`config.mk`:
```
export PLATFORM = sky130hd
export DESIGN_NAME = multicycle_control_fsm_flat
export DESIGN_NICKNAME = d
export VERILOG_FILES = /design/src/rtl/multicycle_control_fsm_if.sv /design/src/rtl/multicycle_control_fsm.sv /design/src/flat_wrapper.sv
export SDC_FILE = /design/constraint.sdc
export NUM_CORES = 1
export LEC_CHECK = 0
export BUFFER_PORTS_ARGS = -buffer_cell sky130_fd_sc_hd__clkbuf_2
export CORE_MARGIN = 3
export CORE_UTILIZATION = 28
export DETAILED_ROUTE_END_ITERATION = 8
export HOLD_SLACK_MARGIN = 0.02
export PLACE_DENSITY_LB_ADDON = 0.25
export SETUP_SLACK_MARGIN = 0.3
export SYNTH_ARGS = -nofsm -noshare
export SYNTH_HDL_FRONTEND = slang
export SYNTH_SLANG_ARGS = --single-unit
export TNS_END_PERCENT = 100
```
`constraint.sdc`:
```
create_clock -name clk -period 2.3 [get_ports clk]
set_input_delay 0.345 -clock clk [delete_from_list [all_inputs] [get_ports clk]]
set_output_delay 0.345 -clock clk [all_outputs]
set_load 0.01 [all_outputs]
```
`src/rtl/multicycle_control_fsm_if.sv`:
```
// rtl/multicycle_control_fsm_if.sv - opcode/handshake inputs and control word of the multicycle control unit
// Optional ILLEGAL_OP_TRAP_EN adds the IllegalOp flag.
interface multicycle_control_fsm_if #(
  parameter int CNT_WIDTH = 32
);
  logic [5:0]           Op;
  logic                 mem_ready;
  logic                 RegDst;
  logic                 Branch;
  logic                 MemRead;
  logic                 MemToReg;
  logic                 MemToWrite;
  logic [1:0]           AluOp;
  logic                 ALUSrcA;
  logic [1:0]           ALUSrcB;
  logic                 RegToWrite;
  logic                 IorD;
  logic                 IRWrite;
  logic                 PCWrite;
  logic [1:0]           PCSrc;
  logic                 Retire;
  logic [CNT_WIDTH-1:0] InstrCount;
`ifdef ILLEGAL_OP_TRAP_EN
  logic                 IllegalOp;

  modport master (
    input  Op, mem_ready,
    output RegDst, Branch, MemRead, MemToReg, MemToWrite, AluOp, ALUSrcA, ALUSrcB,
           RegToWrite, IorD, IRWrite, PCWrite, PCSrc, Retire, InstrCount, IllegalOp
  );

  modport slave (
    output Op, mem_ready,
    input  RegDst, Branch, MemRead, MemToReg, MemToWrite, AluOp, ALUSrcA, ALUSrcB,
           RegToWrite, IorD, IRWrite, PCWrite, PCSrc, Retire, InstrCount, IllegalOp
  );
`else
  modport master (
    input  Op, mem_ready,
    output RegDst, Branch, MemRead, MemToReg, MemToWrite, AluOp, ALUSrcA, ALUSrcB,
           RegToWrite, IorD, IRWrite, PCWrite, PCSrc, Retire, InstrCount
  );

  modport slave (
    output Op, mem_ready,
    input  RegDst, Branch, MemRead, MemToReg, MemToWrite, AluOp, ALUSrcA, ALUSrcB,
           RegToWrite, IorD, IRWrite, PCWrite, PCSrc, Retire, InstrCount
  );
`endif
endinterface

```
`src/rtl/multicycle_control_fsm.sv`:
```
// rtl/multicycle_control_fsm.sv - Moore control FSM for the multicycle MIPS datapath with retired-instruction counter
// Optional ILLEGAL_OP_TRAP_EN: undefined opcodes lock the FSM in TRAP until reset.
module multicycle_control_fsm #(
  parameter int CNT_WIDTH = 32
) (
  input logic                     clk,
  input logic                     reset,
  multicycle_control_fsm_if.master bus
);

  localparam logic [5:0] OP_R    = 6'b000000;
  localparam logic [5:0] OP_LW   = 6'b100011;
  localparam logic [5:0] OP_SW   = 6'b101011;
  localparam logic [5:0] OP_BEQ  = 6'b000100;
  localparam logic [5:0] OP_ADDI = 6'b001000;
  localparam logic [5:0] OP_J    = 6'b000010;

  typedef enum logic [3:0] {
    S_IDLE    = 4'd0,
    S_FETCH   = 4'd1,
    S_DECODE  = 4'd2,
    S_MEMADR  = 4'd3,
    S_MEMRD   = 4'd4,
    S_MEMWB   = 4'd5,
    S_MEMWR   = 4'd6,
    S_RTYPEEX = 4'd7,
    S_RTYPEWB = 4'd8,
    S_BEQEX   = 4'd9,
    S_ADDIEX  = 4'd10,
    S_ADDIWB  = 4'd11,
    S_JEX     = 4'd12,
    S_TRAP    = 4'd13
  } state_t;

  state_t state, state_nxt;

  logic                 reg_dst;
  logic                 branch;
  logic                 mem_read;
  logic                 mem_to_reg;
  logic                 mem_to_write;
  logic [1:0]           alu_op;
  logic                 alu_src_a;
  logic [1:0]           alu_src_b;
  logic                 reg_to_write;
  logic                 i_or_d;
  logic                 ir_write;
  logic                 pc_write;
  logic [1:0]           pc_src;
  logic                 retire;
  logic                 illegal;
  logic [CNT_WIDTH-1:0] instr_count;

  // State register; reset aborts any in-flight instruction without a write.
  always_ff @(posedge clk or posedge reset) begin
    if (reset) begin
      state <= S_IDLE;
    end else begin
      state <= state_nxt;
    end
  end

  always_comb begin
    state_nxt = state;
    case (state)
      S_IDLE:   state_nxt = S_FETCH;
      S_FETCH:  state_nxt = bus.mem_ready ? S_DECODE : S_FETCH;
      S_DECODE: begin
        case (bus.Op)
          OP_LW, OP_SW: state_nxt = S_MEMADR;
          OP_R:         state_nxt = S_RTYPEEX;
          OP_BEQ:       state_nxt = S_BEQEX;
          OP_ADDI:      state_nxt = S_ADDIEX;
          OP_J:         state_nxt = S_JEX;
`ifdef ILLEGAL_OP_TRAP_EN
          default:      state_nxt = S_TRAP;
`else
          default:      state_nxt = S_FETCH;
`endif
        endcase
      end
      // Op is only LW or SW here; anything else is treated as a load.
      S_MEMADR:  state_nxt = (bus.Op == OP_SW) ? S_MEMWR : S_MEMRD;
      S_MEMRD:   state_nxt = bus.mem_ready ? S_MEMWB : S_MEMRD;
      S_MEMWB:   state_nxt = S_FETCH;
      S_MEMWR:   state_nxt = bus.mem_ready ? S_FETCH : S_MEMWR;
      S_RTYPEEX: state_nxt = S_RTYPEWB;
      S_RTYPEWB: state_nxt = S_FETCH;
      S_BEQEX:   state_nxt = S_FETCH;
      S_ADDIEX:  state_nxt = S_ADDIWB;
      S_ADDIWB:  state_nxt = S_FETCH;
      S_JEX:     state_nxt = S_FETCH;
`ifdef ILLEGAL_OP_TRAP_EN
      S_TRAP:    state_nxt = S_TRAP;
`endif
      default:   state_nxt = S_IDLE;
    endcase
  end

  always_comb begin
    reg_dst      = 1'b0;
    branch       = 1'b0;
    mem_read     = 1'b0;
    mem_to_reg   = 1'b0;
    mem_to_write = 1'b0;
    alu_op       = 2'b00;
    alu_src_a    = 1'b0;
    alu_src_b    = 2'b00;
    reg_to_write = 1'b0;
    i_or_d       = 1'b0;
    ir_write     = 1'b0;
    pc_write     = 1'b0;
    pc_src       = 2'b00;
    retire       = 1'b0;
    illegal      = 1'b0;
    case (state)
      S_FETCH: begin
        mem_read  = 1'b1;
        alu_src_b = 2'b01;
        ir_write  = bus.mem_ready;
        pc_write  = bus.mem_ready;
      end
      S_DECODE: begin
        alu_src_b = 2'b11;
      end
      S_MEMADR: begin
        alu_src_a = 1'b1;
        alu_src_b = 2'b10;
      end
      S_MEMRD: begin
        mem_read = 1'b1;
        i_or_d   = 1'b1;
      end
      S_MEMWB: begin
        mem_to_reg   = 1'b1;
        reg_to_write = 1'b1;
        retire       = 1'b1;
      end
      S_MEMWR: begin
        mem_to_write = 1'b1;
        i_or_d       = 1'b1;
        retire       = bus.mem_ready;
      end
      S_RTYPEEX: begin
        alu_src_a = 1'b1;
        alu_op    = 2'b10;
      end
      S_RTYPEWB: begin
        reg_dst      = 1'b1;
        reg_to_write = 1'b1;
        retire       = 1'b1;
      end
      S_BEQEX: begin
        alu_src_a = 1'b1;
        alu_op    = 2'b01;
        branch    = 1'b1;
        pc_src    = 2'b01;
        retire    = 1'b1;
      end
      S_ADDIEX: begin
        alu_src_a = 1'b1;
        alu_src_b = 2'b10;
      end
      S_ADDIWB: begin
        reg_to_write = 1'b1;
        retire       = 1'b1;
      end
      S_JEX: begin
        pc_write = 1'b1;
        pc_src   = 2'b10;
        retire   = 1'b1;
      end
      S_TRAP: begin
        illegal = 1'b1;
      end
      default: begin
      end
    endcase
  end

  // Counter wraps naturally at 2^CNT_WIDTH.
  always_ff @(posedge clk or posedge reset) begin
    if (reset) begin
      instr_count <= '0;
    end else if (retire) begin
      instr_count <= instr_count + CNT_WIDTH'(1);
    end
  end

  assign bus.RegDst     = reg_dst;
  assign bus.Branch     = branch;
  assign bus.MemRead    = mem_read;
  assign bus.MemToReg   = mem_to_reg;
  assign bus.MemToWrite = mem_to_write;
  assign bus.AluOp      = alu_op;
  assign bus.ALUSrcA    = alu_src_a;
  assign bus.ALUSrcB    = alu_src_b;
  assign bus.RegToWrite = reg_to_write;
  assign bus.IorD       = i_or_d;
  assign bus.IRWrite    = ir_write;
  assign bus.PCWrite    = pc_write;
  assign bus.PCSrc      = pc_src;
  assign bus.Retire     = retire;
  assign bus.InstrCount = instr_count;
`ifdef ILLEGAL_OP_TRAP_EN
  assign bus.IllegalOp  = illegal;
`else
  logic unused_illegal;
  assign unused_illegal = illegal;
`endif

endmodule

```
`src/flat_wrapper.sv`:
```
// flat-port wrapper written by rule: the top's interface ports become plain ports
module multicycle_control_fsm_flat 
#(
  parameter int CNT_WIDTH = 32
)
  (clk, reset, bus_Op, bus_mem_ready, bus_RegDst, bus_Branch, bus_MemRead, bus_MemToReg, bus_MemToWrite, bus_AluOp, bus_ALUSrcA, bus_ALUSrcB, bus_RegToWrite, bus_IorD, bus_IRWrite, bus_PCWrite, bus_PCSrc, bus_Retire, bus_InstrCount);
  multicycle_control_fsm_if #(.CNT_WIDTH(CNT_WIDTH)) bus_i ();
  input logic clk;
  input logic reset;
  input wire logic [$bits(bus_i.Op)-1:0] bus_Op;
  input wire logic [$bits(bus_i.mem_ready)-1:0] bus_mem_ready;
  output wire logic [$bits(bus_i.RegDst)-1:0] bus_RegDst;
  output wire logic [$bits(bus_i.Branch)-1:0] bus_Branch;
  output wire logic [$bits(bus_i.MemRead)-1:0] bus_MemRead;
  output wire logic [$bits(bus_i.MemToReg)-1:0] bus_MemToReg;
  output wire logic [$bits(bus_i.MemToWrite)-1:0] bus_MemToWrite;
  output wire logic [$bits(bus_i.AluOp)-1:0] bus_AluOp;
  output wire logic [$bits(bus_i.ALUSrcA)-1:0] bus_ALUSrcA;
  output wire logic [$bits(bus_i.ALUSrcB)-1:0] bus_ALUSrcB;
  output wire logic [$bits(bus_i.RegToWrite)-1:0] bus_RegToWrite;
  output wire logic [$bits(bus_i.IorD)-1:0] bus_IorD;
  output wire logic [$bits(bus_i.IRWrite)-1:0] bus_IRWrite;
  output wire logic [$bits(bus_i.PCWrite)-1:0] bus_PCWrite;
  output wire logic [$bits(bus_i.PCSrc)-1:0] bus_PCSrc;
  output wire logic [$bits(bus_i.Retire)-1:0] bus_Retire;
  output wire logic [$bits(bus_i.InstrCount)-1:0] bus_InstrCount;
  assign bus_i.Op = bus_Op;
  assign bus_i.mem_ready = bus_mem_ready;
  assign bus_RegDst = bus_i.RegDst;
  assign bus_Branch = bus_i.Branch;
  assign bus_MemRead = bus_i.MemRead;
  assign bus_MemToReg = bus_i.MemToReg;
  assign bus_MemToWrite = bus_i.MemToWrite;
  assign bus_AluOp = bus_i.AluOp;
  assign bus_ALUSrcA = bus_i.ALUSrcA;
  assign bus_ALUSrcB = bus_i.ALUSrcB;
  assign bus_RegToWrite = bus_i.RegToWrite;
  assign bus_IorD = bus_i.IorD;
  assign bus_IRWrite = bus_i.IRWrite;
  assign bus_PCWrite = bus_i.PCWrite;
  assign bus_PCSrc = bus_i.PCSrc;
  assign bus_Retire = bus_i.Retire;
  assign bus_InstrCount = bus_i.InstrCount;
  multicycle_control_fsm #(.CNT_WIDTH(CNT_WIDTH)) u_core (.clk(clk), .reset(reset), .bus(bus_i));
endmodule
```
# Word-level counts from Yosys, hierarchy flattened
# Cells that the tools add are included.
dict set report totals {
  regBits 36
  output_inout_bits 49
  wordCells 50
}
dict set report classes {
  add_sub_neg 1
  n_eq_ne 17
  muxes 20
  reduce_logical 10
}
# cell count
set ops {}
lappend ops {{$add 32x1->32 const B} 1}
lappend ops {{$pmux 4 s8} 1}
lappend ops {{$eq 4x4->1 const B} 5}
lappend ops {{$pmux 4 s5} 1}
lappend ops {{$eq 4x3->1 const B} 4}
lappend ops {{$eq 6x6->1 const B} 2}
lappend ops {{$mux 1} 10}
lappend ops {{$eq 4x2->1 const B} 2}
lappend ops {{$pmux 2 s2} 2}
lappend ops {{$reduce_or 2->1} 4}
lappend ops {{$eq 6x2->1 const B} 1}
lappend ops {{$eq 6x3->1 const B} 1}
lappend ops {{$eq 6x4->1 const B} 1}
lappend ops {{$logic_not 6->1} 1}
lappend ops {{$pmux 2 s3} 1}
lappend ops {{$reduce_or 6->1} 1}
lappend ops {{$reduce_or 5->1} 1}
lappend ops {{$eq 4x1->1 const B} 1}
lappend ops {{$logic_not 4->1} 1}
lappend ops {{$mux 2} 2}
lappend ops {{$pmux 1 s2} 2}
lappend ops {{$reduce_or 4->1} 1}
lappend ops {{$mux 3} 1}
lappend ops {{$reduce_or 3->1} 1}

# Depth between registers and ports, before layout
# Gate-level depths: netlist of run 1.
dict set report depth {
  word_depth 4
  depth_mapped 7
  mapped_depth_nobuf 5
}

# Least setup slack after synthesis of run 1
# No wires, ideal clock.
dict set report synth_timing {
  path_type {register -> register}
  from {reg u_core.state[0]}
  to {reg u_core.instr_count[30] (netlist: u_core.bus.InstrCount[30])}
  setup_ns 0.079
  arrival_ns 1.649
  required_time_ns 2.221
  setup_slack_ns 0.572
  stages_incl_launch_ff 7
  path_buffers 1
  synth_period_minus_slack_ns 1.728
  path_cell_list {dfrtp_1 -> buf_6 -> and3b_2 -> o21ai_2 -> a2111o_1 -> nor3_2 -> xor2_1}
}
dict set report synth_via {
  elab_chain_len 3
}
# element line
set synth_rtl {}
lappend synth_rtl {{start, declared} multicycle_control_fsm.sv:35} ;# state_t state, state_nxt;
lappend synth_rtl {{start signal, assigned} multicycle_control_fsm.sv:59} ;# state <= state_nxt;
lappend synth_rtl {{$eq 4x3->1 / $eq 4x4->1 (equally long branches)} multicycle_control_fsm.sv:116} ;# case (state)
lappend synth_rtl {{$reduce_or 5->1 (no source line)} n/a}
lappend synth_rtl {{$pmux 1 s2 (*)} multicycle_control_fsm.sv:116}
lappend synth_rtl {{end signal, assigned} multicycle_control_fsm.sv:186} ;# instr_count <= instr_count + CNT_WIDTH'(1);
lappend synth_rtl {{end, declared} multicycle_control_fsm.sv:52} ;# logic [CNT_WIDTH-1:0] instr_count;
# Every way passes the cells marked *; elsewhere a longest branch is shown, timed or not.
# A chain may end at the register's enable or synchronous reset.

# Worst setup path after layout of run 1
dict set report layout_timing {
  from {reg u_core.state[0]}
  to {out bus_PCWrite}
}
dict set report layout_via {
  elab_chain_len 2
}
# element line
set layout_rtl {}
lappend layout_rtl {{$eq 4x4->1 / $eq 4x1->1 (equally long branches)} multicycle_control_fsm.sv:116}
lappend layout_rtl {{$pmux 1 s2 (*)} multicycle_control_fsm.sv:116}
lappend layout_rtl {{end, declared} flat_wrapper.sv:23} ;# output wire logic [$bits(bus_i.PCWrite)-1:0] bus_PCWrite;
# Marks and branches as above.

==> results.sh, run 1 <==
export IMPL_outcome="finished clean"
export IMPL_cts_buffers=5
export IMPL_critical_path_class="reg -> out"
export IMPL_cts_tree="done"
export IMPL_die_h_um=90.7
export IMPL_cts_sinks=36
export IMPL_async_flop_share_pct=100
export IMPL_viasPerCell=4.75
export IMPL_routedWlPerCell_um=13.8
export IMPL_critPathMaxFanout=10
export IMPL_max_freq_ghz=0.509
export IMPL_insertion_delay_ns=0.29
export IMPL_critPathLaunchType="flop"
export IMPL_worstPathCellList="and2b_2 -> nand2_1 -> nor3_2 -> or2_2 -> clkbuf_2"
export IMPL_synth_area_top_cells="dfrtp_1 (45%), xnor2_1 (10%), nand4_1 (4.4%)"
export IMPL_synth_area_leader_cell="dfrtp_1"
export IMPL_place_area_um2=2400
export IMPL_max_slew_margin_pct=68.7
export IMPL_first_pass_iters=4
export IMPL_path_buf_inv=1
export IMPL_synth_fp_nets=218
export IMPL_synth_top_flop_cell="dfrtp_1"
export IMPL_htree_levels=2
export IMPL_port_buffers=57
export IMPL_synth_seq_cells=36
export IMPL_cp_slowest_cell="dfrtp_2"
export IMPL_r2r_start="u_core.state[0]$_DFF_PP0_"
export IMPL_final_common_cell="clkbuf_2"
export IMPL_area_delta_synth_final_pct=26.7
export IMPL_num_antenna_cells=0
export IMPL_synth_area_um2=2010
export IMPL_ys_warnings_count=0
export IMPL_core_um2=6870
export IMPL_worst_setup_path_end_kind="primary output"
export IMPL_critPathMaxStageDelay_ns=0.47
export IMPL_fin_setup_tns_ns=0
export IMPL_clk_path_buf_depth=2
export IMPL_crit_start="u_core.state[0]$_DFF_PP0_"
export IMPL_r2r_slack_ns=0.44
export IMPL_grt_pass1_vias=1680
export IMPL_drive_above_1_share_pct=33.1
export IMPL_maxCapViolations=0
export IMPL_yosysUniqueCellTypes=42
export IMPL_dr_total_vias=1732
export IMPL_grt_usage_pct=12.2
export IMPL_cts_root_buf="clkbuf_8"
export IMPL_p_per_area_nw_per_um2=892
export IMPL_start_util_pct=29.2
export IMPL_hold_viol_final=0
export IMPL_syn_area_per_cell_um2=9.65
export IMPL_skew_ns=0.00507
export IMPL_rsz0062_at_grt="yes"
export IMPL_path_clk_slew_ns=0.08
export IMPL_peakVddDrop_v=0.000325
export IMPL_grt_overflow=0
export IMPL_fin_crit_sh_pct=85.5
export IMPL_placed_cells=356
export IMPL_worstPathRequired_ns=1.96
export IMPL_grt_max_degree=37
export IMPL_yosysTopAreaCellShare_pct=44.9
export IMPL_synth_edff_count=0
export IMPL_dieArea_um2=8220
export IMPL_row_count=30
export IMPL_antenna_found_initial=0
export IMPL_critPathTopFamily="simple AND/OR/NAND/NOR gates"
export IMPL_gp_congestion=0.777
export IMPL_drtIter0Drc=40
export IMPL_synthCells=208
export IMPL_ant_nets=0
export IMPL_postCtsHoldBufs=0
export IMPL_setup_viol=0
export IMPL_leakagePower_uw=0.00115
export IMPL_die_x_um=90.7
export IMPL_final_util_pct=37.0
export IMPL_final_cells=365
export IMPL_yosysSeqAreaShare_pct=44.9
export IMPL_postLayoutCellArea_um2=2540
export IMPL_max_slew_worst_pin_slew_ns=0.469
export IMPL_io_pins=58
export IMPL_hpwl_um=3640
export IMPL_slew_violations=0
export IMPL_worstPathArrival_ns=1.62
export IMPL_timing_hold_ws_ns=0.126
export IMPL_drc=0
export IMPL_nets=278
export IMPL_finalCriticalPeriod_ns=1.97
export IMPL_holdCritPathClass="in -> async"
export IMPL_drt_wl_total_um=5030
export IMPL_final_cell_mix="clkbuf_2 (57), dfrtp_1 (35), xnor2_1 (24), nor2_1 (19), nand2_1 (16)"
export IMPL_grt_pass1_wl_um=8270
kinds of logic after synthesis:
family          Yosys count  synth area share, %
xor+xnor                 34                 14.8
compound gates           23                 8.91
fa+ha+maj                 1                0.623
buf+inv                  17                 4.11
flops                    36                 44.9
simple gates             96                 26.1
mux                       1                0.561
metal layers:
layer  global-route usage [%]  routed length [um]  up-vias
met1                     16.7                2440      843
met3                     3.42                 234        5
met5                        0                   0        -
met2                     18.6                2300       38
met4                     3.44                  56        0
li1                         -                   -      846
timing repair:
item / CTS / global route
pin swaps: 0 / 3
setup buffers: 0 / 1
endpoints found under the setup margin: 1 / 6
resized for setup: 1 / 5
cell usage after synthesis, types with 4 or more instances:
| master | n |
|---|---|
| and3_1 | 8 |
| nand2b_1 | 6 |
| nor2_1 | 19 |
| nand3_1 | 8 |
| nand4_1 | 14 |
| a21oi_1 | 5 |
| nor3_1 | 6 |
| nand2_1 | 17 |
| dfrtp_1 | 36 |
| clkbuf_1 | 5 |
| o21ai_0 | 5 |
| xor2_1 | 10 |
| inv_1 | 5 |
| xnor2_1 | 24 |
| and2_1 | 4 |
path summary, 6_finish.rpt:
kind / endpoint / cells after the start
setup / recovery: bus_PCWrite / 5
hold / removal: u_core.state[3]$_DFF_PP0_ / 3
setup reg to reg: u_core.bus.InstrCount[31]$_DFFE_PP0P_ / 5
hold reg to reg: u_core.bus.InstrCount[31]$_DFFE_PP0P_ / 1
max in group asynchronous: u_core.state[0]$_DFF_PP0_ / 3
min in group clk: u_core.state[3]$_DFF_PP0_ / 4
worst reg2reg max path, stage by stage (launching register included):
cell and delay (ns):
dfrtp_2 0.47, and3b_2 0.29, o211ai_1 0.15, a2111oi_4 0.52
nand4_1 0.17, xnor2_1 0.15
stage by stage:
| step | power (uW) | worst slack, ns |
|---|---|---|
| after floorplan | 1380 | 0.572 |
| after CTS | 2250 | 0.317 |
| after global placement | 1680 | 0.368 |
| after global routing | 2420 | 0.258 |
| after detailed placement | 1680 | 0.378 |
| final | 2270 | 0.334 |
flip-flops by register name, indices dropped and copies added, names as in the netlist:
| signal | count |
|---|---|
| u_core.bus.InstrCount | 32 |
| u_core.state | 4 |
layout make-up:
type,count,area (um2)
Multi-Input combinational cell,155,1050
Tap cell,96,120
Sequential cell,36,902
Inverter,5,18.8
Fill cell,716,4330
Clock inverter,3,42.5
Clock buffer,5,68.8
Timing Repair Buffer,65,345
power by group:
part | total (uW) | internal [uW] | switching (uW)
combinational | 902 | 363 | 539
sequential | 803 | 713 | 90.8
clock | 563 | 321 | 242
Power figures use the tool's default switching activity.
==> inputs of run 2 (changes only) <==
CELL_PAD_IN_SITES_DETAIL_PLACEMENT = 0   (was default)
CELL_PAD_IN_SITES_GLOBAL_PLACEMENT = 1   (was default)
==> run 2 against run 1 <==
Final area shrank 1.8%. Register-to-register slack gained 0.05 ns. Sequential cell count unchanged. Via count down 1.7%. Final cell count fell by 0.27%. Combinational power is 2.3% lower. Core utilization decreased by 0.66 points. Clock power fell by 19%. First-iteration DRC count is 83% higher. Critical endpoint unchanged.
==> results.sh, run 2 (synthesis gave the netlist of run 1 again) <==
export IMPL_hpwl_um=3710
export IMPL_peakVddDrop_v=0.000300
export IMPL_total_power_uw=2130
export IMPL_area_delta_synth_final_pct=24.4
export IMPL_maxCapViolations=0
export IMPL_max_slew_worst_pin_slew_ns=0.462
export IMPL_fillCellCount=729
export IMPL_insertion_delay_ns=0.28
export IMPL_dr_total_vias=1703
export IMPL_fin_setup_tns_ns=0
export IMPL_power_frac_seq_pct=37.2
export IMPL_worstPathArrival_ns=1.54
export IMPL_viasPerCell=4.68
export IMPL_drc=0
export IMPL_grt_pass1_vias=1716
export IMPL_p_int_uw=1310
export IMPL_start_util_pct=29.2
export IMPL_p_sw_share_pct=38.6
export IMPL_multi_input_area_um2=1030
export IMPL_critical_path_class="reg -> out"
export IMPL_die_x_um=90.7
export IMPL_skew_ns=0.00646
export IMPL_leakagePower_uw=0.00113
export IMPL_io_pins=58
export IMPL_port_buffers=57
export IMPL_critPathMaxStageDelay_ns=0.39
export IMPL_ant_nets=0
export IMPL_fin_crit_sh_pct=81.9
export IMPL_critPathMaxFanout=5
export IMPL_grt_pass1_wl_um=8510
export IMPL_critPathLaunchType="flop"
export IMPL_placed_cells=356
export IMPL_regArea_um2=901
export IMPL_antenna_found_initial=0
export IMPL_cts_sinks=36
export IMPL_final_common_cell="clkbuf_2"
export IMPL_holdCritPathClass="in -> async"
export IMPL_cp_slowest_cell="dfrtp_1"
export IMPL_first_pass_iters=5
export IMPL_max_freq_ghz=0.531
export IMPL_slew_violations=0
export IMPL_worstPathCellList="and2b_2 -> nand2_1 -> nor3_2 -> or2_2 -> clkbuf_2"
export IMPL_core_um2=6870
export IMPL_htree_levels=2
export IMPL_finalCriticalPeriod_ns=1.88
export IMPL_cts_tree="done"
export IMPL_p_sw_uw=822
export IMPL_wl_met3_um=242
export IMPL_grt_usage_pct=12.6
export IMPL_cts_buffers=5
export IMPL_clk_path_buf_depth=2
export IMPL_routedWlPerCell_um=13.5
export IMPL_met1_length_um=2430
export IMPL_max_slew_margin_pct=69.2
export IMPL_hold_viol_final=0
export IMPL_worstPathRequired_ns=1.96
export IMPL_largest_register_ffs=32
export IMPL_cts_root_buf="clkbuf_8"
export IMPL_wl_met2_um=2210
export IMPL_setup_viol=0
export IMPL_outcome="finished clean"
export IMPL_nets=277
export IMPL_path_clk_slew_ns=0.07
export IMPL_gp_congestion=0.712
export IMPL_p_clk_share_pct=21.4
export IMPL_drive_above_1_share_pct=30.6
export IMPL_grt_overflow=0
export IMPL_final_cell_mix="clkbuf_2 (57), dfrtp_1 (36), xnor2_1 (24), nor2_1 (19), nand2_1 (17)"
export IMPL_comb_power_share_pct=41.4
export IMPL_die_h_um=90.7
export IMPL_grt_max_degree=37
export IMPL_cts_setup_buffers=0
export IMPL_drtIter0Drc=73
export IMPL_p_per_area_nw_per_um2=852
export IMPL_dieArea_um2=8220
export IMPL_final_cells=364
export IMPL_row_count=30
export IMPL_num_antenna_cells=0
export IMPL_rsz0062_at_grt="no"
export IMPL_drt_wl_total_um=4920
export IMPL_top_layer="met4"
export IMPL_timing_hold_ws_ns=0.143
export IMPL_worst_setup_path_end_kind="primary output"
-- run 2: cell types whose count changed in the layout (fill, tap and decap cells not counted), sizes merged --
| cell | change |
|---|---|
| clkbuf | +3 |
| buf | -1 |
| bufinv | -1 |
| clkinv | -1 |
| clkinvlp | -1 |
-- run 2: critical path: cells and delay by family, from the launching register on --
family | cells | cell delay, ns
AND/OR/NAND/NOR | 4 | 0.73
buffers and inverters | 1 | 0.13
flip-flops | 1 | 0.39
-- run 2: per-layer routing --
layer  GRT usage [%]  up-vias
met1            17.5      808
met5               0        -
met3            2.92        5
met4            3.44        0
li1                -      843
met2            19.5       47
-- run 2: power by group through the flow --
stage	logic, uW	registers [uW]	clock network (uW)
CTS	884	794	479
finish	881	792	456
global route	978	808	502
global placement	882	806	0
detailed placement	883	804	0
floorplan	568	810	0
-- run 2: timing repair --
item | CTS | global route
hold buffers | 0 | 0
setup endpoints to repair | 0 | 2
gates resized for setup | 0 | 2
hold endpoints to repair | 0 | 0
-- run 2: final cells by class --
class	count	share of cell area (%)
Timing Repair Buffer	64	13.5
Sequential cell	36	36.1
Inverter	5	0.751
Tap cell	96	4.81
Multi-Input combinational cell	155	41.3
Clock buffer	8	3.61
-- run 2: path summary, 6_finish.rpt --
check | slack, ns | end | start | depth (start not counted)
worst min register to register | 0.48 | u_core.bus.InstrCount[31]$_DFFE_PP0P_ | u_core.bus.InstrCount[31]$_DFFE_PP0P_ | 1
worst max register to register | 0.49 | u_core.bus.InstrCount[17]$_DFFE_PP0P_ | u_core.state[1]$_DFF_PP0_ | 5
min in group clk | 0.44 | u_core.state[1]$_DFF_PP0_ | bus_mem_ready | 4
max in group asynchronous | 1.83 | u_core.bus.InstrCount[13]$_DFFE_PP0P_ | reset | 3
worst max-delay path | 0.42 | bus_PCWrite | u_core.state[1]$_DFF_PP0_ | 5
worst min-delay path | 0.14 | u_core.bus.InstrCount[23]$_DFFE_PP0P_ | reset | 3
-- run 2: stage by stage --
stage / utilization [%] / cell area [um2] / worst slack, ns
floorplan: - / 2010 / 0.572
global placement: 35.0 / 2400 / 0.416
detailed placement: 35.0 / 2400 / 0.432
CTS: 36.3 / 2490 / 0.313
global route: 36.4 / 2500 / 0.313
finish: 36.4 / 2500 / 0.417
